**config.mk**
```make
export PLATFORM = sky130hd
export DESIGN_NAME = regfile_wb_port_flat
export DESIGN_NICKNAME = d
export VERILOG_FILES = /design/src/rtl/regfile_wb_port_pkg.sv /design/src/rtl/regfile_wb_port_if.sv /design/src/rtl/regfile_wb_port_sb_counter.sv /design/src/rtl/regfile_wb_port.sv /design/src/flat_wrapper.sv
export SDC_FILE = /design/constraint.sdc
export NUM_CORES = 1
export LEC_CHECK = 0
export CAP_MARGIN = 20
export CORE_ASPECT_RATIO = 1.75
export CORE_MARGIN = 1.5
export CORE_UTILIZATION = 45
export DETAILED_ROUTE_END_ITERATION = 10
export GPL_TIMING_DRIVEN = 1
export PLACE_DENSITY = 0.67
export SLEW_MARGIN = 30
export SYNTH_ARGS = -nofsm -noshare
export SYNTH_HDL_FRONTEND = slang
export SYNTH_HIERARCHICAL = 1
export SYNTH_SLANG_ARGS = --single-unit
export TNS_END_PERCENT = 20
```
**constraint.sdc**
```tcl
create_clock -name clk -period 4.4 [get_ports clk]
set_clock_uncertainty 0.05 [all_clocks]
set_input_delay 0.44 -clock clk [delete_from_list [all_inputs] [get_ports clk]]
set_output_delay 0.44 -clock clk [all_outputs]
set_load 0.05 [all_outputs]
```
**src/rtl/regfile_wb_port_pkg.sv**
```systemverilog
// Shared widths, index/data types and the scoreboard counter operation
// for the register-file writeback port.
package regfile_wb_port_pkg;

  localparam int DATA_W       = 8;
  localparam int NREGS        = 4;
  localparam int AW           = $clog2(NREGS);
  localparam int MAX_INFLIGHT = 3;
  localparam int CW           = $clog2(MAX_INFLIGHT + 1);

  typedef logic [AW-1:0]     reg_idx_t;
  typedef logic [DATA_W-1:0] data_t;
  typedef logic [CW-1:0]     cnt_t;

  typedef enum logic [1:0] {
    SB_HOLD,
    SB_INC,
    SB_DEC,
    SB_CLR
  } sb_op_e;

  // Clear beats everything; a matched issue and writeback cancel out.
  function automatic sb_op_e sb_op(input logic inc, input logic dec, input logic clr);
    if (clr)
      return SB_CLR;
    else if (inc && !dec)
      return SB_INC;
    else if (dec && !inc)
      return SB_DEC;
    else
      return SB_HOLD;
  endfunction

endpackage

```
**src/rtl/regfile_wb_port_if.sv**
```systemverilog
// Writeback, issue and operand-read signals between the pipeline and
// the register file.
interface regfile_wb_port_if;
  import regfile_wb_port_pkg::*;

  logic     wb_we;
  reg_idx_t wb_rd;
  data_t    wb_data;
  logic     iss_valid;
  reg_idx_t iss_rd;
  logic     flush;
  reg_idx_t rs_addr;
  reg_idx_t rt_addr;
  data_t    rs_data;
  data_t    rt_data;
  logic     stall;
  logic     sb_overflow;

  modport master (
    output wb_we, wb_rd, wb_data, iss_valid, iss_rd, flush, rs_addr, rt_addr,
    input  rs_data, rt_data, stall, sb_overflow
  );

  modport slave (
    input  wb_we, wb_rd, wb_data, iss_valid, iss_rd, flush, rs_addr, rt_addr,
    output rs_data, rt_data, stall, sb_overflow
  );

endinterface

```
**src/rtl/regfile_wb_port_sb_counter.sv**
```systemverilog
// Per-register in-flight write counter: saturating up/down with a
// synchronous clear.
module sb_counter
  import regfile_wb_port_pkg::*;
(
  input  logic clk,
  input  logic rst,
  input  logic i_inc,
  input  logic i_dec,
  input  logic i_clr,
  output cnt_t o_count,
  output logic o_at_max
);

  cnt_t   r_count;
  cnt_t   w_next;
  sb_op_e w_op;

  always_comb begin
    w_op   = sb_op(i_inc, i_dec, i_clr);
    w_next = r_count;
    unique case (w_op)
      SB_CLR:  w_next = '0;
      SB_INC:  if (r_count != cnt_t'(MAX_INFLIGHT)) w_next = r_count + cnt_t'(1);
      SB_DEC:  if (r_count != '0) w_next = r_count - cnt_t'(1);
      SB_HOLD: w_next = r_count;
    endcase
  end

  always_ff @(posedge clk) begin
    if (rst)
      r_count <= '0;
    else
      r_count <= w_next;
  end

  assign o_count  = r_count;
  assign o_at_max = (r_count == cnt_t'(MAX_INFLIGHT));

endmodule

```
**src/rtl/regfile_wb_port.sv**
```systemverilog
// Architectural register file with write-through bypass reads and a
// per-register in-flight scoreboard that stalls decode on pending operands.
module regfile_wb_port
  import regfile_wb_port_pkg::*;
(
  input  logic clk,
  input  logic rst,
  regfile_wb_port_if.slave io_bus
);

  data_t            r_regs [NREGS];
  logic             r_overflow;
  logic [NREGS-1:0] w_inc;
  logic [NREGS-1:0] w_dec;
  logic [NREGS-1:0] w_at_max;
  cnt_t             w_count    [NREGS];
  cnt_t             w_pend_eff [NREGS];
  logic             w_stall;
  logic             w_ovf_hit;

  // A writeback landing this cycle already retires its count for stall purposes.
  always_comb begin
    for (int r = 0; r < NREGS; r++) begin
      w_dec[r]      = io_bus.wb_we && (io_bus.wb_rd == reg_idx_t'(r)) && (w_count[r] != '0);
      w_pend_eff[r] = w_count[r] - cnt_t'(w_dec[r]);
    end
  end

  assign w_stall = !rst && ((w_pend_eff[io_bus.rs_addr] != '0) ||
                            (w_pend_eff[io_bus.rt_addr] != '0));

  always_comb begin
    for (int r = 0; r < NREGS; r++)
      w_inc[r] = io_bus.iss_valid && (io_bus.iss_rd == reg_idx_t'(r)) && !w_stall;
  end

  for (genvar g = 0; g < NREGS; g++) begin : g_sb
    sb_counter u_cnt (
      .clk      (clk),
      .rst      (rst),
      .i_inc    (w_inc[g]),
      .i_dec    (w_dec[g]),
      .i_clr    (io_bus.flush),
      .o_count  (w_count[g]),
      .o_at_max (w_at_max[g])
    );
  end

  assign w_ovf_hit = (|(w_inc & ~w_dec & w_at_max)) && !io_bus.flush;

  always_ff @(posedge clk) begin
    if (rst) begin
      for (int r = 0; r < NREGS; r++)
        r_regs[r] <= '0;
    end else if (io_bus.wb_we) begin
      r_regs[io_bus.wb_rd] <= io_bus.wb_data;
    end
  end

  always_ff @(posedge clk) begin
    if (rst)
      r_overflow <= 1'b0;
    else if (w_ovf_hit)
      r_overflow <= 1'b1;
  end

  assign io_bus.rs_data = (io_bus.wb_we && (io_bus.wb_rd == io_bus.rs_addr)) ?
                          io_bus.wb_data : r_regs[io_bus.rs_addr];
  assign io_bus.rt_data = (io_bus.wb_we && (io_bus.wb_rd == io_bus.rt_addr)) ?
                          io_bus.wb_data : r_regs[io_bus.rt_addr];
  assign io_bus.stall       = w_stall;
  assign io_bus.sb_overflow = r_overflow;

endmodule

```
**src/flat_wrapper.sv**
```systemverilog
// flat-port wrapper written by rule: the top's interface ports become plain ports
module regfile_wb_port_flat import regfile_wb_port_pkg::*;
  (clk, rst, io_bus_wb_we, io_bus_wb_rd, io_bus_wb_data, io_bus_iss_valid, io_bus_iss_rd, io_bus_flush, io_bus_rs_addr, io_bus_rt_addr, io_bus_rs_data, io_bus_rt_data, io_bus_stall, io_bus_sb_overflow);
  regfile_wb_port_if io_bus_i ();
  input  logic clk;
  input  logic rst;
  input wire logic [$bits(io_bus_i.wb_we)-1:0] io_bus_wb_we;
  input wire logic [$bits(io_bus_i.wb_rd)-1:0] io_bus_wb_rd;
  input wire logic [$bits(io_bus_i.wb_data)-1:0] io_bus_wb_data;
  input wire logic [$bits(io_bus_i.iss_valid)-1:0] io_bus_iss_valid;
  input wire logic [$bits(io_bus_i.iss_rd)-1:0] io_bus_iss_rd;
  input wire logic [$bits(io_bus_i.flush)-1:0] io_bus_flush;
  input wire logic [$bits(io_bus_i.rs_addr)-1:0] io_bus_rs_addr;
  input wire logic [$bits(io_bus_i.rt_addr)-1:0] io_bus_rt_addr;
  output wire logic [$bits(io_bus_i.rs_data)-1:0] io_bus_rs_data;
  output wire logic [$bits(io_bus_i.rt_data)-1:0] io_bus_rt_data;
  output wire logic [$bits(io_bus_i.stall)-1:0] io_bus_stall;
  output wire logic [$bits(io_bus_i.sb_overflow)-1:0] io_bus_sb_overflow;
  assign io_bus_i.wb_we = io_bus_wb_we;
  assign io_bus_i.wb_rd = io_bus_wb_rd;
  assign io_bus_i.wb_data = io_bus_wb_data;
  assign io_bus_i.iss_valid = io_bus_iss_valid;
  assign io_bus_i.iss_rd = io_bus_iss_rd;
  assign io_bus_i.flush = io_bus_flush;
  assign io_bus_i.rs_addr = io_bus_rs_addr;
  assign io_bus_i.rt_addr = io_bus_rt_addr;
  assign io_bus_rs_data = io_bus_i.rs_data;
  assign io_bus_rt_data = io_bus_i.rt_data;
  assign io_bus_stall = io_bus_i.stall;
  assign io_bus_sb_overflow = io_bus_i.sb_overflow;
  regfile_wb_port u_core (.clk(clk), .rst(rst), .io_bus(io_bus_i));
endmodule
```
## Yosys cells after proc, flatten, opt, wreduce, memory -nomap -nowiden

Memory sizes are Yosys's and may differ from the RTL's.
Cells that the tools add are included.

| word-level totals | value |
|---|---|
| memories kept | 1 |
| bits in writable memories | 32 |
| input port bits | 21 |
| logic and storage cells | 163 |
| register bits after elaboration | 9 |

| operators by class | value |
|---|---|
| bitwise gates (word level) | 9 |
| mux-type cells | 40 |
| $add $sub $neg | 12 |
| reductions and logical operators | 58 |
| equal/unequal tests | 36 |
| magnitude comparators | 2 |

Memories:

| name | depth | bits a word | read ports | clocked after Yosys merged registers in | wr ports | line | RTL |
|---|---|---|---|---|---|---|---|
| u_core.r_regs | 4 | 8 | 2 | 0 | 4 | regfile_wb_port.sv:11 | `data_t r_regs [NREGS];` |

Operator list:

| cell | count |
|---|---|
| $mux W2 | 25 |
| $eq A2 B2 Y1 const B | 16 |
| $logic_and A1 B1 Y1 | 28 |
| $mux W8 | 3 |
| $pmux W2 S3 | 4 |
| $ne A2 B2 Y1 const B | 8 |
| $eq A2 B1 Y1 const B | 6 |
| $logic_not A2 Y1 | 6 |
| $reduce_and A3 Y1 | 4 |
| $reduce_bool A2 Y1 | 6 |
| $logic_not A1 Y1 | 11 |
| $add A2 B1 Y2 const B | 4 |
| $and A4 B4 Y4 | 2 |
| $bmux W2 S2 | 2 |
| $ne A2 B1 Y1 const B | 4 |
| $reduce_or A8 Y1 | 1 |
| $sub A2 B1 Y2 | 4 |
| $sub A2 B1 Y2 const B | 4 |
| $ge A3 B3 Y1 const B | 2 |
| $mux W1 | 6 |
| $not A2 Y3 | 2 |
| $eq A2 B2 Y1 | 2 |
| $not A1 Y1 | 4 |
| $not A4 Y4 | 1 |
| other kinds (2) | 2 |

## Longest topological paths before layout

Gate-level depths: netlist of run 1.

| logic depth | value |
|---|---|
| depth in word-level cells | 20 |
| gate-level depth with buffers | 16 |

## Modules after synthesis

Netlist of run 1, hierarchy kept.

Modules (own cells, without submodules):

| module | seq. area each (sq um) | area an instance (sq um) | cells an instance | times used |
|---|---|---|---|---|
| regfile_wb_port | 980.9 | 2361.0 | 173 | 1 |
| sb_counter (u_core.g_sb[1].u_cnt ...) | 40.0 | 207.7 | 26 | 3 |
| sb_counter (u_core.g_sb[0].u_cnt) | 40.0 | 210.2 | 26 | 1 |

## Worst setup path before layout of run 1

Ideal clock, no wire load.

| path | value |
|---|---|
| path kind | input -> register |
| start | input io_bus_wb_rd[0] |
| end | register u_core.g_sb[2].u_cnt.r_count[0] |
| setup time | 70 ps |
| stages on the path | 14 |
| required time | 4280 ps |
| setup slack | 1055 ps |
| arrival time | 3225 ps |
| path through | buf_4 nand2b_4 nor3b_2 ha_1 xnor2_1 a22oi_1 nor2_1 a31oi_2 nor4bb_1 a21oi_1 ha_1 nor4b_2 a21oi_1 a21oi_1 |

| on the way | value |
|---|---|
| word-level cells in the longest chain between the ends | 20 |
| elaborated cells between the ends (all ways) | 44 |

Ends and longest elaborated chain:

| element | line | RTL |
|---|---|---|
| start, declared | flat_wrapper.sv:8 | `input wire logic [$bits(io_bus_i.wb_rd)-1:0] io_bus_wb_rd;` |
| $eq A2 B2 Y1 * | regfile_wb_port.sv:24 | `w_dec[r] = io_bus.wb_we && (io_bus.wb_rd == reg_idx_t'(r)) && (w_count[r] != '0);` |
| $logic_and A1 B1 Y1 * (2 in series) | regfile_wb_port.sv:24 |  |
| net u_core.w_dec[2] | regfile_wb_port.sv:14 | `logic [NREGS-1:0] w_dec;` |
| $sub A2 B1 Y2 * | regfile_wb_port.sv:25 | `w_pend_eff[r] = w_count[r] - cnt_t'(w_dec[r]);` |
| $bmux W2 S2 (on tied branches) | regfile_wb_port.sv:29, regfile_wb_port.sv:30 |  |
| $mux W2 (on tied branches) (2 in series) | regfile_wb_port.sv:29, regfile_wb_port.sv:30 |  |
| $reduce_bool A2 Y1 (on tied branches) | regfile_wb_port.sv:29, regfile_wb_port.sv:30 |  |
| $logic_or A1 B1 Y1 * | regfile_wb_port.sv:29 | `assign w_stall = !rst && ((w_pend_eff[io_bus.rs_addr] != '0) \|\|` |
| [... 1 more ...] | - |  |
| net io_bus_stall | flat_wrapper.sv:17 | `output wire logic [$bits(io_bus_i.stall)-1:0] io_bus_stall;` |
| [... 2 more ...] | - |  |
| net u_core.w_inc[2] | regfile_wb_port.sv:13 | `logic [NREGS-1:0] w_inc;` |
| $logic_not A1 Y1 | regfile_wb_port_pkg.sv:28 | `else if (dec && !inc)` |
| $logic_and A1 B1 Y1 | regfile_wb_port_pkg.sv:28 |  |
| $mux W2 | regfile_wb_port_pkg.sv:28 |  |
| $mux W2 * | regfile_wb_port_pkg.sv:26 | `else if (inc && !dec)` |
| $mux W2 * | regfile_wb_port_pkg.sv:24 | `if (clr)` |
| $eq A2 B2 Y1 (tied with other cells) | regfile_wb_port_sb_counter.sv:22 | `unique case (w_op)` |
| $ne A2 B1 Y1 (no line) (tied with other cells) | - |  |
| $reduce_and A3 Y1 (no line) | - |  |
| end signal, assigned | regfile_wb_port_sb_counter.sv:34 | `r_count <= w_next;` |
| end, declared | regfile_wb_port_sb_counter.sv:15 | `cnt_t r_count;` |

Mark *: on every way through the listed nets, which the timed path passes. The rest lies on a longest branch. The select of a mux whose other input is x is not followed.
A chain may end at the register's enable or synchronous reset.

## Final worst setup path of run 1

| path | value |
|---|---|
| start | input io_bus_wb_rd[0] |
| end | output io_bus_stall |

| on the way | value |
|---|---|
| word-level cells in the longest chain between the ends | 10 |
| elaborated cells between the ends (all ways) | 26 |

Ends and longest elaborated chain:

| element | line |
|---|---|
| $eq A2 B2 Y1 * | regfile_wb_port.sv:24 |
| $logic_and A1 B1 Y1 * (2 in series) | regfile_wb_port.sv:24 |
| net u_core.w_dec[2] | regfile_wb_port.sv:14 |
| $sub A2 B1 Y2 * | regfile_wb_port.sv:25 |
| $bmux W2 S2 (on tied branches) | regfile_wb_port.sv:29, regfile_wb_port.sv:30 |
| $mux W2 (on tied branches) (2 in series) | regfile_wb_port.sv:29, regfile_wb_port.sv:30 |
| $reduce_bool A2 Y1 (on tied branches) | regfile_wb_port.sv:29, regfile_wb_port.sv:30 |
| $logic_or A1 B1 Y1 * | regfile_wb_port.sv:29 |
| $logic_and A1 B1 Y1 * | regfile_wb_port.sv:29 |
| end, declared | flat_wrapper.sv:17 |

Marked as above.

==> results of run 1 <==
worst max-delay path, delay by kind of cell:
kind	cells	cell delay (ns)
AO/OA/AOI/OAI	2	0.54
adder cells (fa/ha/maj)	1	0.22
buffers and inverters	2	1.53
AND/OR/NAND/NOR	3	0.64
XOR/XNOR	1	0.07
registers in the layout, indices dropped and copies added, names as in the netlist:
| signal | cells |
|---|---|
| u_core/io_bus.sb_overflow | 1 |
| u_core/g_sb.u_cnt/o_count | 8 |
| u_core/r_regs | 32 |
power by group:
group          switching [mW]  leakage [nW]  internal [mW]  total, mW
clock network           0.137        0.0797          0.263      0.400
logic                   0.201         0.988          0.165      0.366
registers              0.0231         0.386          0.447      0.471
total                   0.362          1.45          0.876       1.24
placed cells by master, fill, tap and decap left out, types with 2 or more instances in the layout:
cell type / n
clkdlybuf4s50_1: 38
edfxtp_1: 32
and2_1: 26
inv_1: 24
nor2_1: 18
mux4_2: 16
mux2_4: 16
ha_1: 16
a21oi_1: 15
nand2b_1: 9
dfxtp_1: 9
nand3_1: 8
clkbuf_16: 5
nor4b_2: 5
nand2_1: 5
nor3_1: 5
o21ai_1: 5
a21o_1: 5
xnor2_2: 4
xnor2_1: 4
and2_2: 4
nor4_1: 4
a31oi_1: 4
xor2_1: 4
o21a_1: 4
buf_4: 4
nand3_4: 2
o211ai_2: 2
nor4bb_1: 2
or2_1: 2
nor3b_1: 2
worst max-delay path by stage:
| stage | from | end | slack [ns] |
|---|---|---|---|
| final | io_bus_wb_rd[0] | io_bus_stall | 0.47 |
| after global routing | io_bus_wb_rd[0] | u_core/g_sb[1].u_cnt/o_count[0] | 0.23 |
| after CTS | io_bus_wb_rd[0] | io_bus_stall | 0.47 |
| after detailed placement | io_bus_wb_rd[0] | u_core/g_sb[1].u_cnt/o_count[0] | 0.32 |
| after global placement | io_bus_wb_rd[0] | u_core/g_sb[1].u_cnt/o_count[0] | 0.40 |
| after floorplan | io_bus_wb_rd[0] | u_core/g_sb[2].u_cnt/o_count[0] | 1.06 |
logic make-up (layout without fill, tap and decap cells):
| logic type | after synthesis | count (layout) | share of synthesized area (%) |
|---|---|---|---|
| and+or+nand+nor | 98 | 98 | 20.1 |
| AOI/OAI and AO/OA | 42 | 42 | 8.70 |
| DFF | 41 | 41 | 35.7 |
| buffers and inverters | 36 | 73 | 6.15 |
| muxes | 32 | 32 | 18.8 |
| adders and majority gates | 16 | 16 | 6.27 |
| xor gates and xnor gates | 12 | 12 | 4.23 |
layout make-up:
| cell class | count | area, sq um | share of cell area (%) |
|---|---|---|---|
| inverters | 24 | 90.1 | 2.39 |
| flip-flops and latches | 41 | 1140 | 30.3 |
| repair buffers | 42 | 410 | 10.9 |
| clock inverters | 2 | 35.0 | 0.931 |
| clock buffers | 5 | 125 | 3.32 |
| well taps | 84 | 105 | 2.79 |
| multi-input cells | 200 | 1860 | 49.3 |
layer usage:
layer	share of wire, %	up-vias
li1	-	1083
met1	39	1085
met2	58	46
met3	2.8	6
met4	0.87	0
met5	0	-
==> flow_summary.json, run 1 <==
{
  "critical-path-slowest-cell": "clkdlybuf4s50_1",
  "run_status": "finished clean",
  "insertion_delay_ns": 0.28,
  "tns_ns": 0,
  "slew_headroom_pct": 49.6,
  "grt_pass1_vias": 2262,
  "clkSinkCount": 41,
  "cts-resized-gates": 0,
  "worst_hold_path.endpoint": "u_core/io_bus.sb_overflow",
  "ir_drop_uv": 176,
  "power_per_cell_area_nw_per_um2": 329,
  "nNetsFinal": 351,
  "grt_remaining_overflow": 0,
  "ys_top_cells_by_area": "edfxtp_1 (30%), mux4_2 (11%), mux2_4 (7.5%), ha_1 (6.3%), dfxtp_1 (5.6%)",
  "maxCapViolations": 0,
  "fin_area_sq_um": 3760,
  "cp.required_ns": 3.91,
  "crit_top_cell": "clkdlybuf4s50_1",
  "ys.flop_type": "edfxtp_1",
  "grt_use_met1_pct": 20.3,
  "place_inst": 391,
  "post_drt_wl_per_cell_microns": 16.5,
  "avgSynthCellArea_sq_um": 11.5,
  "io_pins": 39,
  "holdPathStages": 2,
  "critPathLaunchType": "input pin",
  "syn_inst": 277,
  "cts_root_buf": "clkbuf_16",
  "yosysMostFrequentCell": "edfxtp_1",
  "async_flop_share_pct": 0,
  "cts_made_buffers": 5,
  "clk_pin_slew_ns": 0.06,
  "drive_above_1_share_pct": 20.4,
  "synth_top_area_cell": "edfxtp_1",
  "ant_nets": 0,
  "rsz0062_at_grt": "false",
  "first_iter_violations": 88,
  "grt_max_degree": 16,
  "ys_seq_area_share_pct": 35.7,
  "r2r-start": "u_core/g_sb[0].u_cnt/o_count[0]",
  "tightest_slew_ns": 0.754,
  "synth_fp_nets": 314,
  "post-route-period-util_pct": 89.3,
  "cp_cell_sequence": "clkdlybuf4s50_1 > nand2b_4 > nor3b_2 > ha_1 > xnor2_1 > a22oi_1 > nor2_1 > a31oi_2 > clkdlybuf4s50_1",
  "die_w_microns": 66.7,
  "cts-htree-levels": 2,
  "synth_edf_count": 32,
  "dpl.hpwl_microns": 4960,
  "total_power_mw": 1.24,
  "drtPass1Iterations": 4,
  "dieArea_sq_um": 7630,
  "holdWs_ns": 0.430,
  "postCtsHoldBufs": 0,
  "synth.distinct_cells": 45,
  "post_drt_via_cell_ratio": 5.58,
  "hold_viol_final": 0,
  "port_buffers": 38,
  "synth-seq-cells": 41,
  "use_met2_pct": 37.3,
  "holdCritPathClass": "flop to flop",
  "stdcell_count": 398,
  "max_freq_mhz": 254,
  "grt_use_met3_pct": 2.06,
  "path_max_fanout": 9,
  "yosysWarnings": 6,
  "dieHeight_microns": 114,
  "reg2reg_to": "u_core/g_sb[1].u_cnt/o_count[0]",
  "setup_viol_count_final": 0,
  "postCtsSetupRepairBufs": 0,
  "antenna_cells": 0,
  "critical_path_arrival_ns": 3.44,
  "drcViolationCount": 0,
  "min_period_ns": 3.93,
  "r2r_slack_ns": 1.08,
  "drv_slew": 0,
  "n_fill_cell": 600,
  "fp-row-count": 40,
  "cpPeakStageDelay_ns": 0.87,
  "clk_path_buf_depth": 2,
  "final.setup.worst_slack_ns": 0.471,
  "hold_start": "u_core/io_bus.sb_overflow",
  "reg2reg_depth": 14,
  "area_growth_pct": 17.8,
  "yosys.area.top_type_share_pct": 30.1,
  "routabilityCongestion": 0.799,
  "post_dp_cell_area_sq_um": 3600,
  "crit_path_end_kind": "primary output",
  "final_util_pct": 54.9,
  "antenna_found_initial": 0,
  "core_sq_um": 6860,
  "grt_pass1_wl_microns": 10800,
  "critPathKind": "input pin to primary output",
  "synth.cell_area_sq_um": 3190,
  "busiest_layer": "met2",
  "pre_cts_ws_ns": 0.319,
  "wirelength_microns": 6560,
  "power.leakage_nw": 1.45,
  "grt.total_usage_pct": 19.0,
  "synth_commonest_cells": "edfxtp_1 (32), and2_1 (26), inv_1 (24)",
  "cts_tree": "built",
  "start_util_pct": 46.6,
  "num_vias": 2220
}
(Power assumes the default switching activity.)
==> inputs of run 2 (changes only) <==
Settings changed: CELL_PAD_IN_SITES_DETAIL_PLACEMENT set to 1, CELL_PAD_IN_SITES_GLOBAL_PLACEMENT set to 1, PLACE_DENSITY 0.67 to not set, PLACE_DENSITY_LB_ADDON set to 0.1.
Clock period 4.4 ns to 5.05 ns, I/O delays scaled along.
==> run 2 against run 1 <==
  * Final cell count down 0.50%
  * First-iteration DRC count down 33%
  * Sequential share of layout area up 0.37 points
  * Worst setup slack better by 0.47 ns
  * Non-clock buffer count down 3
  * Die area unchanged
  * Register-to-register slack better by 0.61 ns
  * Clock power down 23%
  * Via count up 1.4%
  * Largest cell class unchanged
==> flow_summary.json, run 2 (synthesis results as in run 1) <==
{
  "run_status": "finished clean",
  "postCtsHoldBufs": 0,
  "post-route-period-util_pct": 81.4,
  "path_max_fanout": 9,
  "final_cell_mix": "clkdlybuf4s50_1 (38), edfxtp_1 (32), and2_1 (26), inv_1 (24), nor2_1 (18)",
  "critical_path_arrival_ns": 3.55,
  "clk_path_buf_depth": 2,
  "core_sq_um": 6860,
  "p_seq_share_pct": 39.5,
  "clkSinkCount": 41,
  "drtPass1Iterations": 4,
  "grt_max_degree": 23,
  "critPathLaunch": "io_bus_wb_rd[1]",
  "start_util_pct": 46.6,
  "min_period_ns": 4.11,
  "cp.required_ns": 4.49,
  "comb_power_share_pct": 30.8,
  "dieArea_sq_um": 7630,
  "dieHeight_microns": 114,
  "hold_start": "u_core/io_bus.sb_overflow",
  "tightest_slew_ns": 0.889,
  "drv_slew": 0,
  "area_growth_pct": 16.4,
  "critPathLaunchType": "input pin",
  "setup_viol_count_final": 0,
  "tns_ns": 0,
  "routabilityCongestion": 0.764,
  "cts-resized-gates": 0,
  "die_w_microns": 66.7,
  "multi_input_area_sq_um": 1860,
  "grt_pass1_vias": 2419,
  "r2r_slack_ns": 1.69,
  "holdCritPathClass": "flop to flop",
  "hold_viol_final": 0,
  "postCtsSetupRepairBufs": 0,
  "cts-htree-levels": 2,
  "n_fill_cell": 761,
  "grt.total_usage_pct": 21.0,
  "reg2reg_depth": 15,
  "port_buffers": 38,
  "drcViolationCount": 0,
  "power.leakage_nw": 1.43,
  "nNetsFinal": 348,
  "p_switching_mw": 0.329,
  "clk_pin_slew_ns": 0.06,
  "cts_root_buf": "clkbuf_16",
  "intPower_mw": 0.711,
  "grt_remaining_overflow": 0,
  "drive_above_1_share_pct": 19.2,
  "antenna_found_initial": 0,
  "wirelength_microns": 7240,
  "r2r-start": "u_core/g_sb[0].u_cnt/o_count[0]",
  "final_common_cell": "clkdlybuf4s50_1",
  "critPathKind": "input pin to primary output",
  "first_iter_violations": 59,
  "dpl.hpwl_microns": 5330,
  "num_vias": 2250,
  "largest_reg_flops": 32,
  "ant_nets": 0,
  "critical-path-slowest-cell": "clkdlybuf4s50_1",
  "p_clk_share_pct": 29.7,
  "crit_path_end_kind": "primary output",
  "total_power_mw": 1.04,
  "insertion_delay_ns": 0.29,
  "maxCapViolations": 0,
  "slew_headroom_pct": 40.5,
  "max_freq_mhz": 243,
  "ir_drop_uv": 120,
  "antenna_cells": 0,
  "regArea_sq_um": 1140,
  "reg2reg_to": "u_core/g_sb[0].u_cnt/o_count[0]",
  "endpoint": "io_bus_stall",
  "cts_tree": "built",
  "regMostFlops": "u_core/r_regs",
  "fp-row-count": 40,
  "post_drt_wl_per_cell_microns": 18.3,
  "power_per_cell_area_nw_per_um2": 280,
  "cts_made_buffers": 5,
  "grt_pass1_wl_microns": 11900,
  "post_drt_via_cell_ratio": 5.68,
  "cpPeakStageDelay_ns": 0.86,
  "io_pins": 39,
  "p_sw_share_pct": 31.6,
  "cp_cell_sequence": "clkdlybuf4s50_1 > nand3_1 > nor2_1 > ha_1 > nand3_1 > o211ai_2 > a31oi_2 > clkdlybuf4s50_1",
  "rsz0062_at_grt": "false"
}
[run 2: changes by cell type in the layout (fill, tap and decap cells not counted)]
cell	previous run	this run
buf_4	4	1
bufinv_16	1	0
clkinv_1	0	2
[run 2: area by class of cell]
cell class              count  share of cell area (%)
flip-flops and latches     41                    30.7
clock inverters             3                   0.336
inverters                  24                    2.42
clock buffers               5                    3.36
multi-input cells         200                    49.9
repair buffers             39                    10.4
well taps                  84                    2.83
[run 2: power groups by stage]
stage / sequential [mW] / clock (mW) / combinational [mW]
5_1_grt: 0.415 / 0.321 / 0.344
4_1_cts: 0.411 / 0.312 / 0.325
3_3_place_gp: 0.415 / 0 / 0.319
3_5_place_dp: 0.417 / 0 / 0.324
2_1_floorplan: 0.407 / 0 / 0.247
6_report: 0.411 / 0.309 / 0.320
[run 2: worst min-delay path by stage]
stage	end	slack, ns	cells after the start
global placement	u_core/io_bus.sb_overflow	0.42	2
global route	u_core/io_bus.sb_overflow	0.46	2
finish	u_core/io_bus.sb_overflow	0.43	2
CTS	u_core/io_bus.sb_overflow	0.43	2
floorplan	u_core/g_sb[0].u_cnt/o_count[1]	0.46	2
detailed placement	u_core/io_bus.sb_overflow	0.41	2
[run 2: metrics by stage]
| stage | area (sq um) | cells | setup slack, ns | hold slack, ns | util (%) |
|---|---|---|---|---|---|
| 2_1_floorplan | 3190 | 277 | 1.64 | 0.464 | - |
| 3_3_place_gp | 3580 | 388 | 0.870 | 0.422 | 52.2 |
| 3_5_place_dp | 3580 | 388 | 0.820 | 0.414 | 52.2 |
| 4_1_cts | 3720 | 396 | 0.906 | 0.425 | 54.2 |
| 5_1_grt | 3720 | 396 | 0.808 | 0.462 | 54.2 |
| 6_report | 3720 | 396 | 0.941 | 0.425 | 54.2 |
[run 2: critical path, delay by kind of cell]
family | cells | cell delay [ns]
buffers and inverters | 2 | 1.65
and+or+nand+nor | 3 | 0.60
AOI/OAI and AO/OA | 2 | 0.48
adders and majority gates | 1 | 0.30
[run 2: layer usage]
metal,part of all wire (%),vias to the layer above,GRT usage [%],routed length (microns)
li1,-,1073,-,-
met2,57,42,40.7,4160
met3,2.6,8,3.15,186
met4,1.6,0,7.89,116
met5,0,-,0,0
met1,38,1127,21.6,2780
==> inputs of run 3 (changes only) <==
Settings changed: CORE_UTILIZATION 45 to 41.
Clock period 5.05 ns to 3.5 ns, I/O delays scaled along.
==> run 3 against run 2 <==
  * Non-clock buffer count increased by 27
  * Combinational power increased by 56%
  * Worst setup slack lost 0.74 ns
  * Worst hold slack gained 0.0058 ns
  * Clock power is 68% higher
  * Die area up 9.4%
  * First-iteration DRC count rose by 44%
  * Via count grew 7.6%
  * Critical endpoint is now u_core/g_sb[1].u_cnt/o_count[0]
==> flow_summary.json, run 3 (synthesis results as in run 1) <==
{
  "crit_path_end_kind": "flop",
  "insertion_delay_ns": 0.29,
  "largest_reg_flops": 32,
  "grt_max_degree": 22,
  "path_max_fanout": 4,
  "maxCapViolations": 0,
  "antenna_cells": 0,
  "start_util_pct": 42.2,
  "port_buffers": 38,
  "routabilityCongestion": 0.728,
  "final_cell_mix": "buf_4 (33), edfxtp_1 (32), clkdlybuf4s50_1 (30), and2_1 (26), inv_1 (24)",
  "ir_drop_uv": 218,
  "drive_above_1_share_pct": 29.0,
  "clk_pin_slew_ns": 0.06,
  "post-route-period-util_pct": 94.4,
  "area_growth_pct": 24.7,
  "grt_remaining_overflow": 0,
  "grt.total_usage_pct": 19.9,
  "holdCritPathClass": "flop to flop",
  "clk_path_buf_depth": 2,
  "busiest_layer": "met2",
  "min_period_ns": 3.30,
  "slew_headroom_pct": 63.4,
  "critPathKind": "input pin to flop",
  "tightest_slew_ns": 0.547,
  "setup_viol_count_final": 0,
  "final_util_pct": 52.6,
  "run_status": "finished clean",
  "rsz0062_at_grt": "true",
  "clkSinkCount": 41,
  "drtPass1Iterations": 4,
  "nNetsFinal": 375,
  "num_vias": 2422,
  "regMostFlops": "u_core/r_regs",
  "holdWs_ns": 0.431,
  "dieHeight_microns": 120,
  "io_pins": 39,
  "cts-htree-levels": 2,
  "cts_tree": "built",
  "postCtsHoldBufs": 0,
  "drv_slew": 0,
  "wirelength_microns": 7820,
  "final_common_cell": "buf_4",
  "grt_use_met3_pct": 2.27,
  "critPathLaunchType": "input pin",
  "postCtsSetupRepairBufs": 0,
  "post_drt_wl_per_cell_microns": 18.3,
  "post_drt_via_cell_ratio": 5.69,
  "cts_made_buffers": 5,
  "ant_nets": 0,
  "antenna_found_initial": 0,
  "fp-row-count": 42,
  "dpl.hpwl_microns": 6080,
  "use_met2_pct": 41.9,
  "cts_root_buf": "clkbuf_16",
  "grt_pass1_vias": 2622,
  "core_sq_um": 7570,
  "power_per_cell_area_nw_per_um2": 403,
  "power.leakage_nw": 1.61,
  "grt_use_met1_pct": 18.9,
  "first_iter_violations": 85,
  "critical_path_arrival_ns": 3.47,
  "drcViolationCount": 0,
  "dieArea_sq_um": 8350,
  "hold_viol_final": 0,
  "cp.required_ns": 3.67,
  "max_freq_mhz": 303,
  "grt_pass1_wl_microns": 12900,
  "tns_ns": 0,
  "die_w_microns": 69.7
}
-- run 3: changes by cell type in the layout (fill, tap and decap cells not counted), moves of 2 or more --
cell / delta
buf_12: +2
buf_4: +32
clkdlybuf4s50_1: -8
clkinv_1: -2
-- run 3: metrics by stage --
stage                     instance area [sq um]  setup WS (ns)  std cells  total power [mW]
after floorplan                            3190          0.245        277             0.944
after CTS                                  3960         0.0572        426              1.62
after global placement                     3800         -0.144        419              1.09
after detailed placement                   3800         -0.230        419              1.10
after global routing                       3980       -0.00432        426              1.67
final                                      3980          0.197        426              1.61
-- run 3: cell type report --
class	instances	area, sq um
Fill cell	844	3580
Multi-Input combinational cell	200	1880
Sequential cell	41	1140
Timing Repair Buffer	66	601
Clock buffer	5	125
Tap cell	88	110
Inverter	24	90.1
Clock inverter	2	35.0
-- run 3: per-layer routing --
layer  vias to the layer above  wire length (microns)
li1                       1127                      -
met1                      1222                   2670
met2                        61                   4740
met3                        12                    244
met4                         0                    160
met5                         -                      0
-- run 3: path summary, 6_finish.rpt --
path	start	endpoint	slack, ns	cells after the start
setup / recovery	io_bus_wb_rd[1]	u_core/g_sb[1].u_cnt/o_count[0]	0.20	16
hold / removal	u_core/io_bus.sb_overflow	u_core/io_bus.sb_overflow	0.43	2
setup reg to reg	u_core/g_sb[0].u_cnt/o_count[0]	u_core/g_sb[1].u_cnt/o_count[0]	0.28	15
hold reg to reg	u_core/io_bus.sb_overflow	u_core/io_bus.sb_overflow	0.43	2
-- run 3: what timing repair did --
item,CTS,global route
gates resized for setup,0,5
setup endpoints to repair,0,7
hold endpoints to repair,0,0
-- run 3: power breakdown --
group	total, mW	leakage, nW	internal [mW]	switching (mW)
registers	0.589	0.386	0.563	0.0268
logic	0.498	1.14	0.227	0.272
clock network	0.519	0.0797	0.331	0.188
total	1.61	1.61	1.12	0.487
-- run 3: worst max-delay path, cell delays in order --
cell and delay [ns]:
clkdlybuf4s50_1 0.48, buf_4 0.20, nor4b_4 0.31, ha_1 0.21
xnor2_1 0.13, a2bb2oi_1 0.08, nor2_1 0.14, a31oi_2 0.16
nor4bb_1 0.28, buf_4 0.15, inv_1 0.03, a21o_1 0.16
ha_1 0.34, nor4b_2 0.23, a21oi_1 0.06, a21oi_1 0.16
